--- config.mk ---
export PLATFORM = sky130hd
export DESIGN_NAME = vga_timing_prog
export DESIGN_NICKNAME = d
export VERILOG_FILES = /design/src/rtl/vga_timing_prog.sv
export SDC_FILE = /design/constraint.sdc
export NUM_CORES = 1
export LEC_CHECK = 0
export CORE_ASPECT_RATIO = 1.75
export CORE_MARGIN = 5
export CORE_UTILIZATION = 35
export DETAILED_ROUTE_END_ITERATION = 10
export PLACE_DENSITY_LB_ADDON = 0.25
export SLEW_MARGIN = 20
export SYNTH_ARGS = -nofsm -noshare
export SYNTH_HDL_FRONTEND = slang
export SYNTH_SLANG_ARGS = --single-unit
--- constraint.sdc ---
create_clock -name clk -period 5 [get_ports clk]
set_input_delay 1 -clock clk [delete_from_list [all_inputs] [get_ports clk]]
set_output_delay 1 -clock clk [all_outputs]
set_load 0.05 [all_outputs]
--- src/rtl/vga_timing_prog.sv ---
// -----------------------------------------------------------------------------
// vga_timing_prog
//
// Programmable VGA timing generator. Produces horizontal/vertical pixel
// counters plus sync and blanking strobes from a single pixel clock. A new
// timing set is loaded through a valid/ready config port into a pending
// register set. It is copied into the active set only on the last pixel of a
// frame, so a mode change never produces a torn frame.
//
// Optional feature macro: VGA_TIMING_SYNC_POL_EN
//   defined   : cfg_hsync_pol / cfg_vsync_pol are stored with each config and
//               select the active sync level (reset level: active-high).
//   undefined : polarity ports absent, syncs are always active-high.
//
// Ports
//   clk, rst_n           pixel clock, asynchronous active-low reset
//   cfg_valid/cfg_ready  config handshake (ready while no config is pending)
//   cfg_h_* / cfg_v_*    horizontal / vertical timing fields (CNT_W bits)
//   cfg_hsync_pol/_vsync_pol  active sync levels (macro builds only)
//   cfg_err              one-cycle pulse: offered config was rejected
//   hcount, vcount       current pixel position
//   hsync, vsync         sync strobes for the current position
//   hblnk, vblnk         blanking strobes for the current position
//   frame_start          high while hcount == 0 and vcount == 0
//   mode_switched        one-cycle pulse on the first pixel of a new mode
// -----------------------------------------------------------------------------
module vga_timing_prog #(
  parameter int CNT_W            = 11,
  parameter int RST_H_TOTAL      = 1328,
  parameter int RST_H_BLANK_START = 1024,
  parameter int RST_H_SYNC_START = 1048,
  parameter int RST_H_SYNC_TIME  = 136,
  parameter int RST_V_TOTAL      = 806,
  parameter int RST_V_BLANK_START = 768,
  parameter int RST_V_SYNC_START = 771,
  parameter int RST_V_SYNC_TIME  = 6
) (
  input  logic             clk,
  input  logic             rst_n,
  input  logic             cfg_valid,
  output logic             cfg_ready,
  input  logic [CNT_W-1:0] cfg_h_total,
  input  logic [CNT_W-1:0] cfg_h_blank_start,
  input  logic [CNT_W-1:0] cfg_h_sync_start,
  input  logic [CNT_W-1:0] cfg_h_sync_time,
  input  logic [CNT_W-1:0] cfg_v_total,
  input  logic [CNT_W-1:0] cfg_v_blank_start,
  input  logic [CNT_W-1:0] cfg_v_sync_start,
  input  logic [CNT_W-1:0] cfg_v_sync_time,
`ifdef VGA_TIMING_SYNC_POL_EN
  input  logic             cfg_hsync_pol,
  input  logic             cfg_vsync_pol,
`endif
  output logic             cfg_err,
  output logic [CNT_W-1:0] hcount,
  output logic [CNT_W-1:0] vcount,
  output logic             hsync,
  output logic             vsync,
  output logic             hblnk,
  output logic             vblnk,
  output logic             frame_start,
  output logic             mode_switched
);

  typedef struct packed {
    logic [CNT_W-1:0] h_total;
    logic [CNT_W-1:0] h_blank_start;
    logic [CNT_W-1:0] h_sync_start;
    logic [CNT_W-1:0] h_sync_time;
    logic [CNT_W-1:0] v_total;
    logic [CNT_W-1:0] v_blank_start;
    logic [CNT_W-1:0] v_sync_start;
    logic [CNT_W-1:0] v_sync_time;
`ifdef VGA_TIMING_SYNC_POL_EN
    logic             hsync_pol;
    logic             vsync_pol;
`endif
  } timing_t;

  function automatic timing_t rst_timing();
    timing_t t;
    t.h_total       = CNT_W'(RST_H_TOTAL);
    t.h_blank_start = CNT_W'(RST_H_BLANK_START);
    t.h_sync_start  = CNT_W'(RST_H_SYNC_START);
    t.h_sync_time   = CNT_W'(RST_H_SYNC_TIME);
    t.v_total       = CNT_W'(RST_V_TOTAL);
    t.v_blank_start = CNT_W'(RST_V_BLANK_START);
    t.v_sync_start  = CNT_W'(RST_V_SYNC_START);
    t.v_sync_time   = CNT_W'(RST_V_SYNC_TIME);
`ifdef VGA_TIMING_SYNC_POL_EN
    t.hsync_pol     = 1'b1;
    t.vsync_pol     = 1'b1;
`endif
    return t;
  endfunction

  // One axis is legal when the counter can wrap, blanking starts inside the
  // line/frame, the sync window lies inside blanking and ends by the total.
  // The sync end is summed one bit wider so it cannot wrap.
  function automatic logic axis_ok(input logic [CNT_W-1:0] total,
                                   input logic [CNT_W-1:0] blank_start,
                                   input logic [CNT_W-1:0] sync_start,
                                   input logic [CNT_W-1:0] sync_time);
    logic [CNT_W:0] sync_end;
    sync_end = {1'b0, sync_start} + {1'b0, sync_time};
    return (total >= CNT_W'(2)) &&
           (blank_start <= total) &&
           (sync_start >= blank_start) &&
           (sync_end <= {1'b0, total}) &&
           (sync_time != '0);
  endfunction

  function automatic logic in_window(input logic [CNT_W-1:0] pos,
                                     input logic [CNT_W-1:0] start,
                                     input logic [CNT_W-1:0] len);
    logic [CNT_W:0] stop;
    stop = {1'b0, start} + {1'b0, len};
    return (pos >= start) && ({1'b0, pos} < stop);
  endfunction

  timing_t act;       // drives the counters and strobes
  timing_t pnd;       // next mode, waiting for the frame boundary
  timing_t cfg_word;
  logic    pend;

  logic h_last, v_last, apply, xfer, cfg_ok;
  logic h_win, v_win;

  // NOTE: every field is assigned unconditionally in always_comb; a path that
  // leaves a variable unassigned would infer a latch.
  always_comb begin
    cfg_word               = '0;
    cfg_word.h_total       = cfg_h_total;
    cfg_word.h_blank_start = cfg_h_blank_start;
    cfg_word.h_sync_start  = cfg_h_sync_start;
    cfg_word.h_sync_time   = cfg_h_sync_time;
    cfg_word.v_total       = cfg_v_total;
    cfg_word.v_blank_start = cfg_v_blank_start;
    cfg_word.v_sync_start  = cfg_v_sync_start;
    cfg_word.v_sync_time   = cfg_v_sync_time;
`ifdef VGA_TIMING_SYNC_POL_EN
    cfg_word.hsync_pol     = cfg_hsync_pol;
    cfg_word.vsync_pol     = cfg_vsync_pol;
`endif
  end

  assign cfg_ready = !pend;
  assign xfer      = cfg_valid && cfg_ready;
  assign cfg_ok    = axis_ok(cfg_h_total, cfg_h_blank_start, cfg_h_sync_start, cfg_h_sync_time) &&
                     axis_ok(cfg_v_total, cfg_v_blank_start, cfg_v_sync_start, cfg_v_sync_time);

  assign h_last = (hcount == (act.h_total - CNT_W'(1)));
  assign v_last = (vcount == (act.v_total - CNT_W'(1)));
  // pend is only set the cycle after a transfer, so a config accepted on the
  // last pixel of a frame waits for the following frame end.
  assign apply  = pend && h_last && v_last;

  always_ff @(posedge clk or negedge rst_n) begin
    if (!rst_n) begin
      // NOTE: the pending set is reset as well; it is only a handful of flops
      // and keeps the block free of X after reset.
      act           <= rst_timing();
      pnd           <= rst_timing();
      pend          <= 1'b0;
      hcount        <= '0;
      vcount        <= '0;
      cfg_err       <= 1'b0;
      mode_switched <= 1'b0;
    end else begin
      // NOTE: non-blocking assignments for all state so every register samples
      // values from before this edge.
      cfg_err       <= xfer && !cfg_ok;
      mode_switched <= apply;
      if (apply) begin
        act    <= pnd;
        pend   <= 1'b0;
        hcount <= '0;
        vcount <= '0;
      end else begin
        if (h_last) begin
          hcount <= '0;
          vcount <= v_last ? '0 : vcount + CNT_W'(1);
        end else begin
          hcount <= hcount + CNT_W'(1);
        end
        if (xfer && cfg_ok) begin
          pnd  <= cfg_word;
          pend <= 1'b1;
        end
      end
    end
  end

  assign h_win = in_window(hcount, act.h_sync_start, act.h_sync_time);
  assign v_win = in_window(vcount, act.v_sync_start, act.v_sync_time);

`ifdef VGA_TIMING_SYNC_POL_EN
  assign hsync = h_win ? act.hsync_pol : !act.hsync_pol;
  assign vsync = v_win ? act.vsync_pol : !act.vsync_pol;
`else
  assign hsync = h_win;
  assign vsync = v_win;
`endif

  assign hblnk       = (hcount >= act.h_blank_start);
  assign vblnk       = (vcount >= act.v_blank_start);
  assign frame_start = (hcount == '0) && (vcount == '0);

endmodule

=== Word-level counts from Yosys, hierarchy flattened ===
Cells that the tools add are included.

* Register bits: 201
* Bits of input ports: 91

* $lt $le $gt $ge: 14
* Reductions and logical operators: 26
* Bitwise operators: 1
* $add $sub $neg: 8
* Equality and inequality tests: 2
* Mux-type cells: 7

{| class="wikitable"
|+ Operators with widths
! cell !! count
|-
| $ge A11 B11 Y1 || 6
|-
| $mux W11 || 5
|-
| $add A11 B11 Y12 || 4
|-
| $le A12 B11 Y1 || 2
|-
| $lt A11 B12 Y1 || 2
|-
| $add A11 B1 Y11 const B || 2
|-
| $eq A11 B11 Y1 || 2
|-
| $ge A11 B2 Y1 const B || 2
|-
| $le A11 B11 Y1 || 2
|-
| $logic_not A11 Y1 || 2
|-
| $reduce_bool A11 Y1 || 2
|-
| $sub A11 B1 Y11 const B || 2
|-
| $logic_and A1 B1 Y1 || 17
|-
| $reduce_bool A2 Y1 || 2
|-
| $logic_not A1 Y1 || 2
|-
| $mux W1 || 2
|-
| $reduce_and A2 Y1 || 1
|-
| $not A1 Y1 || 1
|}

=== Longest topological paths before layout ===
Gate-level depths: netlist of the first run.

* Depth after elaboration: 9
* Gate-level depth with buffers: 21

=== Worst setup path after synthesis of the first run ===
OpenSTA, ideal clock, no wires.

* Kind: input to register
* Start: input cfg_v_sync_start[1]
* End: register pnd[0] (netlist name)
* Slack: 468 ps
* Required time: 4,875 ps
* Cell stages on the path: 19
* Data arrival time: 4,407 ps
* Path through: ha_1 a21o_1 nand4_1 o21ai_1 or4_1 a31o_2 a21oi_1 xnor2_1 ha_1 nand2_1 a211oi_1 nor4_1 nor3_1 nor2_1 or4b_1 buf_2 buf_6 buf_6 mux2_2

* Cells in the longest elaborated chain, start to end: 7
* Elaborated cells between the ends (all ways): 9
* Classes of those cells: add/sub: 1; order compare: 2; reduce/logical: 6

{| class="wikitable"
|+ Ends and longest elaborated chain
! element !! RTL line !! text
|-
| start, declared || 48 || <nowiki>input logic [CNT_W-1:0] cfg_v_sync_start,</nowiki>
|-
| $add A11 B11 Y12 or $ge A11 B11 Y1 (tied branches) || 105, 108 ||
|-
| $le A12 B11 Y1 or $logic_and A1 B1 Y1 (tied branches) || 109, 107 ||
|-
| $logic_and A1 B1 Y1 * || 108 || <nowiki>(sync_start >= blank_start) &&</nowiki>
|-
| $logic_and A1 B1 Y1 * || 109 || <nowiki>(sync_end <= {1'b0, total}) &&</nowiki>
|-
| $logic_and A1 B1 Y1 * || 149 || <nowiki>assign cfg_ok = axis_ok(cfg_h_total, cfg_h_blank_start, cfg_h_sync_start, cfg_h_sync_time) &&</nowiki>
|-
| $logic_and A1 B1 Y1 * || 186 || <nowiki>if (xfer && cfg_ok) begin</nowiki>
|-
| $reduce_and A2 Y1 (no source line) * || - ||
|-
| end signal, assigned || 163 || <nowiki>pnd <= rst_timing();</nowiki>
|-
| end signal, assigned || 187 || <nowiki>pnd <= cfg_word;</nowiki>
|-
| end, declared || 122 || <nowiki>timing_t pnd;</nowiki>
|}

Mark *: on every way between the ends. The rest lies on a longest branch, timed or not.
A chain may end at the register's enable or synchronous reset.

=== Worst setup path after layout of the first run ===
* Start: register act[12] (netlist name)
* End: output vsync

* Cells in the longest elaborated chain, start to end: 3
* Elaborated cells between the ends (all ways): 4
* Classes of those cells: add/sub: 1; order compare: 2; reduce/logical: 1

{| class="wikitable"
|+ Ends and longest elaborated chain
! element !! RTL line !! text
|-
| start, declared || 121 || <nowiki>timing_t act;</nowiki>
|-
| start signal, assigned || 162 || <nowiki>act <= rst_timing();</nowiki>
|-
| start signal, assigned || 175 || <nowiki>act <= pnd;</nowiki>
|-
| $add A11 B11 Y12 || 117 || <nowiki>stop = {1'b0, start} + {1'b0, len};</nowiki>
|-
| $lt A11 B12 Y1 || 118 || <nowiki>return (pos >= start) && ({1'b0, pos} < stop);</nowiki>
|-
| $logic_and A1 B1 Y1 * || 118 ||
|-
| end, declared || 58 || <nowiki>output logic vsync,</nowiki>
|}

Marked as above.

==> qor.csv, run 1 <==
metric,value,unit
Mapped Area,13400,µm²
Layout Nets,1685,
multi-input logic area,7740,µm²
DR DRC count,0,
fin crit period,4.82,ns
cts bufs inserted,21,
Fin. Hold Viols,0,
Power Dens Cells,223,nW/µm²
Post-Synth XOR/XNOR Area,4.19,%
Critical Path AT,3.82,ns
Die ar.,42400,µm²
share of flip-flops with an asynchronous set or reset,100,%
TritonCTS Sinks,201,
Fillers,3606,
synth warn,0,
CTS Buffer Depth,3,
Root Driver,clkbuf_16,
Chip Height,269,µm
FMAX,207,MHz
WL per Instance,20.4,µm
Slew Limit Fails,0,
Post-synth top flop,dfrtp_1,
Synth Instances,1233,
core area,37800,µm²
CP cell instances,ha_1 > a21o_1 > a211oi_1 > nor2_1 > o41a_1 > a21o_1 > a21oi_2 > xor2_1 > ha_1 > a21o_1 > a21oi_1 > o21ai_1 > a31oi_2 > buf_12,
via count,10010,
antenna violations before repair,0,
initial core utilization,35.4,%
final setup vio count,0,
largest family of logic cells by synthesized area,adder cells,
syn_nets,1508,
Port Buffers,120,
Via density,5.25,
Setup TNS,0,ns
max-cap viol count,0,
critical path's top delay family,compound AO/OA/AOI/OAI gates,
synth top area cells,"dfrtp_1, ha_1, mux2_2",
register area,5090,µm²
most frequent cells in the layout,"ha_1, mux2_2, dfrtp_1",
mux cell area share after synthesis,15.1,%
DR iter-0 viols,311,
Crit Path Class,reg2out,
WL final,38800,µm
worst-path maximum fanout,4,
worst-skew pair later-pin latency,0.52,ns
Slowest cell on crit path,dfstp_2,
CTS tree,done,
Yosys cell types,68,
width of the die,158,µm
number of synthesized flops with an enable pin,0,
final instance area,16300,µm²
maximum vdd ir drop,0.199,mV
layout cells sized above 1,24.4,%
top-level port count,121,
Leak,0.00782,µW
status,"finished, final reports clean",
max incr delay on CP,0.57,ns
DR pass1 iterations,4,
CP Launch Type,flop,
clk_skew,0.0247,ns
Synth Register Bits,201,
number of global-route vias before repair,10362,
pin count of the biggest net entering global routing,101,
"most common cell after layout, fill and taps aside",ha_1,
Ant. Diodes,0,
"Avg Cell Area, Syn",10.8,µm²
"most used cell, CP",a21o_1,
Yosys top cell by area,dfrtp_1,
post-synthesis sequential area ratio,38.0,%
CP endpoint kind,primary output,
Synth Area in Adders,17.4,%
global-route wire length before repair,59400,µm
post-synth top area share,29.0,%
area delta synth->final,21.7,%
GRT Total Usage,18.3,%
Rel. slew slack,42.6,%
hold slack,0.498,ns
htree depth,1,
DP Wirelength,31500,µm
grt total ovfl,0,
hold-fix buffers at CTS,0,
worst path bufs/invs,1,
total power,3630,µW
Clock Pin Slew Worst Setup and Hold Paths,0.06,ns
routability cong.,0.880,
ANT nets after route,0,
placed cell area,15500,µm²
Post-Route Utilization,43.1,%
# rows,94,
HP Class,reg2reg,
Critical Path RT,4.00,ns
Simple-Gate Fraction of Synth Area,9.98,%
Final period util,96.4,%
slew at the pin closest to its max-slew limit,0.860,ns
Compound-Gate Fraction of Synth Area,10.5,%
## what timing repair did
item | CTS | global route
pin swaps | 1 | 6
resized for setup | 5 | 13
setup buffers | 0 | 4
endpoints found under the setup margin | 2 | 2
## per-layer routing
metal  up-vias  track usage [%]  routed length [µm]  part of all wire [%]
met5         -                0                   0                     0
met1      4955             18.8               13700                    35
li1       4824                -                   -                     -
met3        57             1.78                1130                   2.9
met4         0             7.12                1540                   4.0
met2       174             36.8               22400                    58
## Yosys cell counts (12+ instances only)
cell type,n
nor4_1,23
nand3_1,30
a21oi_1,59
dfrtp_1,155
mux2_2,167
o21a_1,12
nand4_1,17
xor2_1,24
inv_1,124
o21ai_0,39
a21o_1,31
nand2b_1,18
xnor2_1,40
nand2_1,34
nor2_1,50
nor3_1,18
ha_1,180
nor2b_1,12
dfstp_2,46
## worst reg2reg max path, stage by stage (launching register included)
cell and delay (ns):
dfrtp_1 0.49, nor4_1 0.60, nand3_1 0.14, o211a_1 0.23
o31ai_1 0.48, nand3_1 0.13, buf_4 0.21, nor2_2 0.28
nand2_4 0.08, buf_4 0.36, mux2_4 0.43
## per-stage QoR
step | setup WS, ns | cells
after CTS | 0.0173 | 1901
final | 0.179 | 1905
after detailed placement | -0.188 | 1863
after global routing | -0.0228 | 1905
after global placement | -0.180 | 1863
after floorplan | 0.468 | 1233
## power by group
group          switching (µW)  total, µW  internal (µW)
Sequential                  0       1630           1630
Clock                     666       1500            838
Combinational             268        494            226
## state kept, by name, indices dropped and copies added (netlist names)
| signal | flops |
|---|---|
| pend | 1 |
| cfg_err | 1 |
| pnd | 88 |
| act | 88 |
| hcount | 11 |
| mode_switched | 1 |
| vcount | 11 |
## cells by family (layout without fill, tap and decap cells)
| group | after synthesis | count (layout) |
|---|---|---|
| AO/OA/AOI/OAI | 211 | 211 |
| flip-flops | 201 | 201 |
| AND/OR/NAND/NOR | 245 | 245 |
| XOR/XNOR | 64 | 64 |
| buffers and inverters | 151 | 343 |
| multiplexers | 177 | 177 |
| adder cells (fa/ha/maj) | 184 | 184 |
## final cells by class
class / count / area share [%]
inverter: 124 / 2.86
multi-input combinational: 881 / 47.6
tap: 480 / 3.69
timing repair buffer: 181 / 10.6
clock inverter: 9 / 0.354
clock buffer: 29 / 3.66
sequential: 201 / 31.3
## worst paths after layout
check / from / endpoint / slack, ns / depth (start not counted)
hold / removal: pnd[45] / pnd[45] / 0.50 / 1
max in group asynchronous: rst_n / act[1] / 3.31 / 2
hold reg to reg: pnd[45] / pnd[45] / 0.50 / 1
min in group asynchronous: rst_n / act[68] / 0.55 / 1
setup reg to reg: act[80] / act[86] / 1.43 / 10
setup / recovery: act[12] / vsync / 0.18 / 14
Power figures use the tool's default switching activity.
==> run 2, diff against run 1 <==
clock period = 5.8 ns   (was 5 ns; I/O delays follow)
==> qor.csv, run 2 (same netlist as run 1, synthesis figures left out) <==
metric,value,unit,change
status,"finished, final reports clean",,
CP Launch Type,flop,,
Layout Nets,1634,,-3.0%
slew at the pin closest to its max-slew limit,0.907,ns,+0.0471 ns
Crit Reg-Reg Startpoint,act[80],,
sw frac,24.7,%,-1.0 points
Critical Path AT,4.32,ns,+0.50 ns
R2R Setup Slk,1.57,ns,+0.14 ns
Root Driver,clkbuf_16,,
htree depth,1,,unchanged
Critical R2R Capture,act[80],,
CTS tree,done,,
number of global-route vias before repair,10226,,-1.3%
clock share of power,44.7,%,+3.2 points
layout cells sized above 1,20.6,%,-3.8 points
worst-path maximum fanout,3,,-1
DR iter-0 viols,300,,-3.5%
Setup TNS,0,ns,unchanged
# rows,94,,unchanged
WHS Endpoint,pnd[63],,
Final period util,94.5,%,
via count,9734,,-2.8%
cts bufs inserted,22,,+4.8%
Combinational Power Share,12.1,%,-1.5 points
global-route wire length before repair,57600,µm,-3.0%
Crit Path Class,reg2out,,
GRT Total Usage,17.8,%,-0.48 points
Port Buffers,120,,unchanged
Clock Pin Slew Worst Setup and Hold Paths,0.06,ns,about the same
fin crit period,5.48,ns,
"most common cell after layout, fill and taps aside",ha_1,,
final setup vio count,0,,unchanged
DR pass1 iterations,4,,unchanged
ANT nets after route,0,,unchanged
Worst Reg-to-Reg Cells,9,,-1
WL per Instance,20.2,µm,-0.78%
RSZ-0062 raised after global routing,false,,
FMAX,183,MHz,
initial core utilization,35.4,%,unchanged
width of the die,158,µm,unchanged
Hold Path Depth,1,,unchanged
NetSw,804,µW,-14%
Final Non-Filler Cells,1856,,-2.6%
WL final,37500,µm,-3.3%
Leak,0.00761,µW,-2.7%
DR DRC count,0,,unchanged
pin count of the biggest net entering global routing,103,,+2.0%
Slew Limit Fails,0,,unchanged
HP Class,reg2reg,,
Rel. slew slack,39.5,%,-3.1 points
max-cap viol count,0,,unchanged
area delta synth->final,18.8,%,
Critical Path RT,4.64,ns,+0.64 ns
most frequent cells in the layout,"ha_1, mux2_2, dfrtp_1",,
routability cong.,0.904,,+2.8%
Via density,5.24,,-0.19%
clk_skew,0.00894,ns,-0.0158 ns
worst-skew pair later-pin latency,0.52,ns,about the same
P_int,2440,µW,-9.2%
sequential group share of total power,43.2,%,-1.7 points
Post-Route Utilization,42.1,%,-1.0 points
core area,37800,µm²,unchanged
grt total ovfl,0,,unchanged
CP endpoint kind,primary output,,
largest registers,"act x88, pnd x88",,
hold-fix buffers at CTS,0,,unchanged
Power Dens Cells,204,nW/µm²,-8.3%
TritonCTS Sinks,201,,unchanged
antenna violations before repair,1,,+1
CTS Buffer Depth,3,,unchanged
placed insts,1815,,-2.6%
Fin. Hold Viols,0,,unchanged
hold_sp,pnd[63],,
Die ar.,42400,µm²,unchanged
top-level port count,121,,unchanged
maximum vdd ir drop,0.159,mV,-20%
DP Wirelength,30200,µm,-4.0%
Chip Height,269,µm,unchanged
## run 2: cell count changes in the layout (fill, tap and decap cells not counted), sizes merged
cell,delta
clkinv,-2
clkbuf,+3
buf,-53
diode,+1
bufinv,+2
dlymetal6s2s,+1
inv,-1
## run 2: worst max path at each step
stage	start	to	slack (ns)	depth (start not counted)
after CTS	act[0]	vsync	0.11	15
after global placement	cfg_h_sync_time[2]	pnd[68]	0.39	18
after detailed placement	cfg_v_sync_start[1]	pnd[57]	0.34	18
final	act[45]	hsync	0.32	15
after global routing	act[45]	hsync	0.18	15
after floorplan	cfg_v_sync_start[1]	pnd[0]	1.11	19
## run 2: routing by layer
metal	global-route usage [%]	wire, µm	vias to the layer above
li1	-	-	4728
met3	1.64	1050	76
met5	0	0	-
met4	8.35	1820	0
met1	18.1	13500	4749
met2	35.4	21200	181
## run 2: metrics by stage
step                      setup slack, ns  hold WS [ns]  total power, µW  area [µm²]
after floorplan                      1.11         0.475             1630       13400
final                               0.321         0.499             3250       15900
after detailed placement            0.344         0.490             1830       15100
after global routing                0.176         0.517             3380       15900
after CTS                           0.112         0.499             3290       15900
after global placement              0.389         0.484             1820       15100
## run 2: layout make-up
type,count,area [µm²]
Antenna cell,1,2.50
Clock buffer,32,649
Clock inverter,8,98.8
Multi-Input combinational cell,881,7670
Fill cell,3611,21900
Timing Repair Buffer,129,1310
Tap cell,480,601
Inverter,124,465
Sequential cell,201,5090
## run 2: power by group through the flow
| stage | Combinational, µW | Sequential (µW) | Clock [µW] |
|---|---|---|---|
| after floorplan | 201 | 1430 | 0 |
| after global placement | 391 | 1430 | 0 |
| after detailed placement | 397 | 1430 | 0 |
| after CTS | 399 | 1400 | 1490 |
| after global routing | 439 | 1400 | 1540 |
| final | 391 | 1400 | 1450 |
## run 2: worst max-delay path, cell delays in order, from the launching register on
cell     delay, ns
dfrtp_1       0.43
ha_1          0.31
a21o_1        0.17
a21oi_1       0.23
nor2b_1       0.10
nor4_1        0.41
o31ai_1       0.21
o21a_1        0.22
or2_2         0.32
ha_1          0.30
nand2_1       0.07
a21oi_1       0.04
a221o_1       0.33
a21oi_1       0.14
o32a_1        0.27
buf_4         0.24
## run 2: timing repair
action | 4_1_cts | 5_1_grt
buffers inserted | 0 | 0
gates resized for setup | 0 | 1
setup endpoints to repair | 0 | 1
==> run 3, diff against run 2 <==
GPL_TIMING_DRIVEN = 0   (was default)
MAX_ROUTING_LAYER = met4   (was default)
==> qor.csv, run 3 (same netlist as run 1, synthesis figures left out) <==
metric,value,unit,change
final setup vio count,0,,unchanged
top-level port count,121,,unchanged
# rows,94,,unchanged
worst-skew pair later-pin latency,0.52,ns,about the same
Critical Path AT,5.81,ns,+1.49 ns
antenna violations before repair,1,,unchanged
CP Launch Type,primary input,,
Power Dens Cells,204,nW/µm²,-0.45%
core area,37800,µm²,unchanged
CP endpoint kind,flop,,
worst-path maximum fanout,10,,+7
DR iter-0 viols,342,,+14%
met2 Usage GRT,37.0,%,+1.6 points
Slowest cell on crit path,clkdlybuf4s50_1,,
width of the die,158,µm,unchanged
met1 GRT Util,18.7,%,+0.58 points
Via density,5.24,,-0.13%
pin count of the biggest net entering global routing,98,,-4.9%
Worst Reg-to-Reg Cells,11,,+2
Slew Limit Fails,0,,unchanged
Fillers,3604,,-0.19%
Critical Path RT,6.20,ns,+1.56 ns
Die ar.,42400,µm²,unchanged
GRT Total Usage,18.9,%,+1.2 points
placed cell area,15200,µm²,+0.69%
ANT nets after route,0,,unchanged
Post-Route Utilization,42.3,%,+0.27 points
met3 usage,1.56,%,-0.080 points
Crit Path Class,in2reg,,
TritonCTS Sinks,201,,unchanged
RSZ-0062 raised after global routing,false,,
maximum vdd ir drop,0.168,mV,+6.0%
Rel. slew slack,55.2,%,+16 points
status,"finished, final reports clean",,
R2R Setup Slk,2.06,ns,+0.49 ns
HP Class,reg2reg,,
CTS Buffer Depth,3,,unchanged
layout cells sized above 1,21.4,%,+0.78 points
cts bufs inserted,22,,unchanged
max-cap viol count,0,,unchanged
fin crit period,5.41,ns,-0.0678 ns
via count,9826,,+0.95%
"most common cell after layout, fill and taps aside",ha_1,,
Crit Reg-Reg Startpoint,act[80],,
DR pass1 iterations,6,,+2
FMAX,185,MHz,+1.3%
WHS Endpoint,act[83],,
slew at the pin closest to its max-slew limit,0.666,ns,-0.241 ns
Root Driver,clkbuf_16,,
final instance area,16000,µm²,+0.63%
Setup TNS,0,ns,unchanged
global-route wire length before repair,59300,µm,+2.8%
Leak,0.00767,µW,+0.74%
grt total ovfl,0,,unchanged
largest registers,"act x88, pnd x88",,
hold_sp,pnd[83],,
Port Buffers,120,,unchanged
Layout Nets,1654,,+1.2%
initial core utilization,35.4,%,unchanged
Chip Height,269,µm,unchanged
clk_skew,0.0102,ns,+0.00121 ns
WL per Instance,20.7,µm,+2.4%
number of global-route vias before repair,10375,,+1.5%
most frequent cells in the layout,"ha_1, mux2_2, dfrtp_1",,
Critical R2R Capture,act[84],,
hold-fix buffers at CTS,0,,unchanged
max incr delay on CP,0.60,ns,+0.17 ns
grt peak-use layer,met2,,
htree depth,1,,unchanged
Final period util,93.3,%,-1.2 points
Fin. Hold Viols,0,,unchanged
multi-input logic area,7660,µm²,-0.11%
Hold Path Depth,1,,unchanged
routability cong.,0.888,,-1.8%
DR DRC count,0,,unchanged
CP cell instances,clkdlybuf4s50_1 > ha_1 > inv_1 > fa_1 > nor2b_1 > o21ai_0 > nand2b_1 > a21o_1 > a21oi_1 > o21ai_0 > xor2_1 > ha_1 > nand2_1 > a211oi_1 > nor4_1 > nor3_1 > or4b_1 > buf_2 > clkbuf_2 > mux2_2,,
CTS tree,done,,
total power,3250,µW,+0.17%
register area,5090,µm²,unchanged
DP Wirelength,31400,µm,+4.0%
hold slack,0.494,ns,-0.00592 ns
Clock Pin Slew Worst Setup and Hold Paths,0.07,ns,about the same
area delta synth->final,19.5,%,
WL final,38800,µm,+3.5%
[run 3: cell count changes in the layout (fill, tap and decap cells not counted), sizes merged]
| cell | before | now |
|---|---|---|
| buf | 10 | 19 |
| bufinv | 2 | 1 |
| clkinvlp | 2 | 0 |
| clkbuf | 33 | 43 |
| clkinv | 4 | 6 |
| inv | 124 | 126 |
[run 3: how the worst max path moves through the flow]
stage	slack, ns	cells after the start	startpoint	endpoint
final	0.39	20	cfg_h_sync_time[0]	pnd[54]
after global routing	0.05	20	cfg_h_sync_time[0]	pnd[54]
after CTS	0.04	15	act[0]	vsync
after detailed placement	-0.47	20	cfg_h_sync_time[0]	pnd[54]
after global placement	-4.99	1	rst_n	act[4]
after floorplan	1.11	19	cfg_v_sync_start[1]	pnd[0]
[run 3: where the power goes]
part | total, µW | switching, µW | internal (µW)
Clock | 1450 | 612 | 841
Combinational | 397 | 224 | 173
Sequential | 1400 | 0 | 1400
Total | 3250 | 836 | 2420
[run 3: area by class of cell]
cell class              instances  area share [%]
clock inverters                 9           0.548
inverters                     124            2.91
well taps                     480            3.76
diodes                          1          0.0157
multi-input cells             881            47.9
flip-flops and latches        201            31.8
clock buffers                  31            4.10
plain buffers                  27            1.03
repair buffers                122            7.88
[run 3: stage by stage]
stage          instances  setup WS, ns
4_1_cts             1875        0.0380
3_5_place_dp        1835        -0.468
5_1_grt             1876        0.0478
3_3_place_gp        1833         -4.99
6_report            1876         0.388
2_1_floorplan       1233          1.11
[run 3: per-layer routing]
layer	share of wire [%]	vias up	wire [µm]
li1	-	4751	-
met1	35	4811	13600
met2	57	191	22300
met3	2.7	73	1040
met4	4.7	0	1840
met5	0	-	0
[run 3: critical path, delay by kind of cell]
family                   cells  cell delay [ns]
multiplexers                 1             0.38
buffers and inverters        4             1.32
AND/OR/NAND/NOR              6             0.89
XOR/XNOR                     1             0.14
adder cells (fa/ha/maj)      3             0.94
AO/OA/AOI/OAI                5             0.99
[run 3: timing repair]
action / CTS / global route
setup endpoints to repair: 1 / 52
pin swaps: 0 / 0
gates resized for setup: 1 / 11
setup buffers: 0 / 0
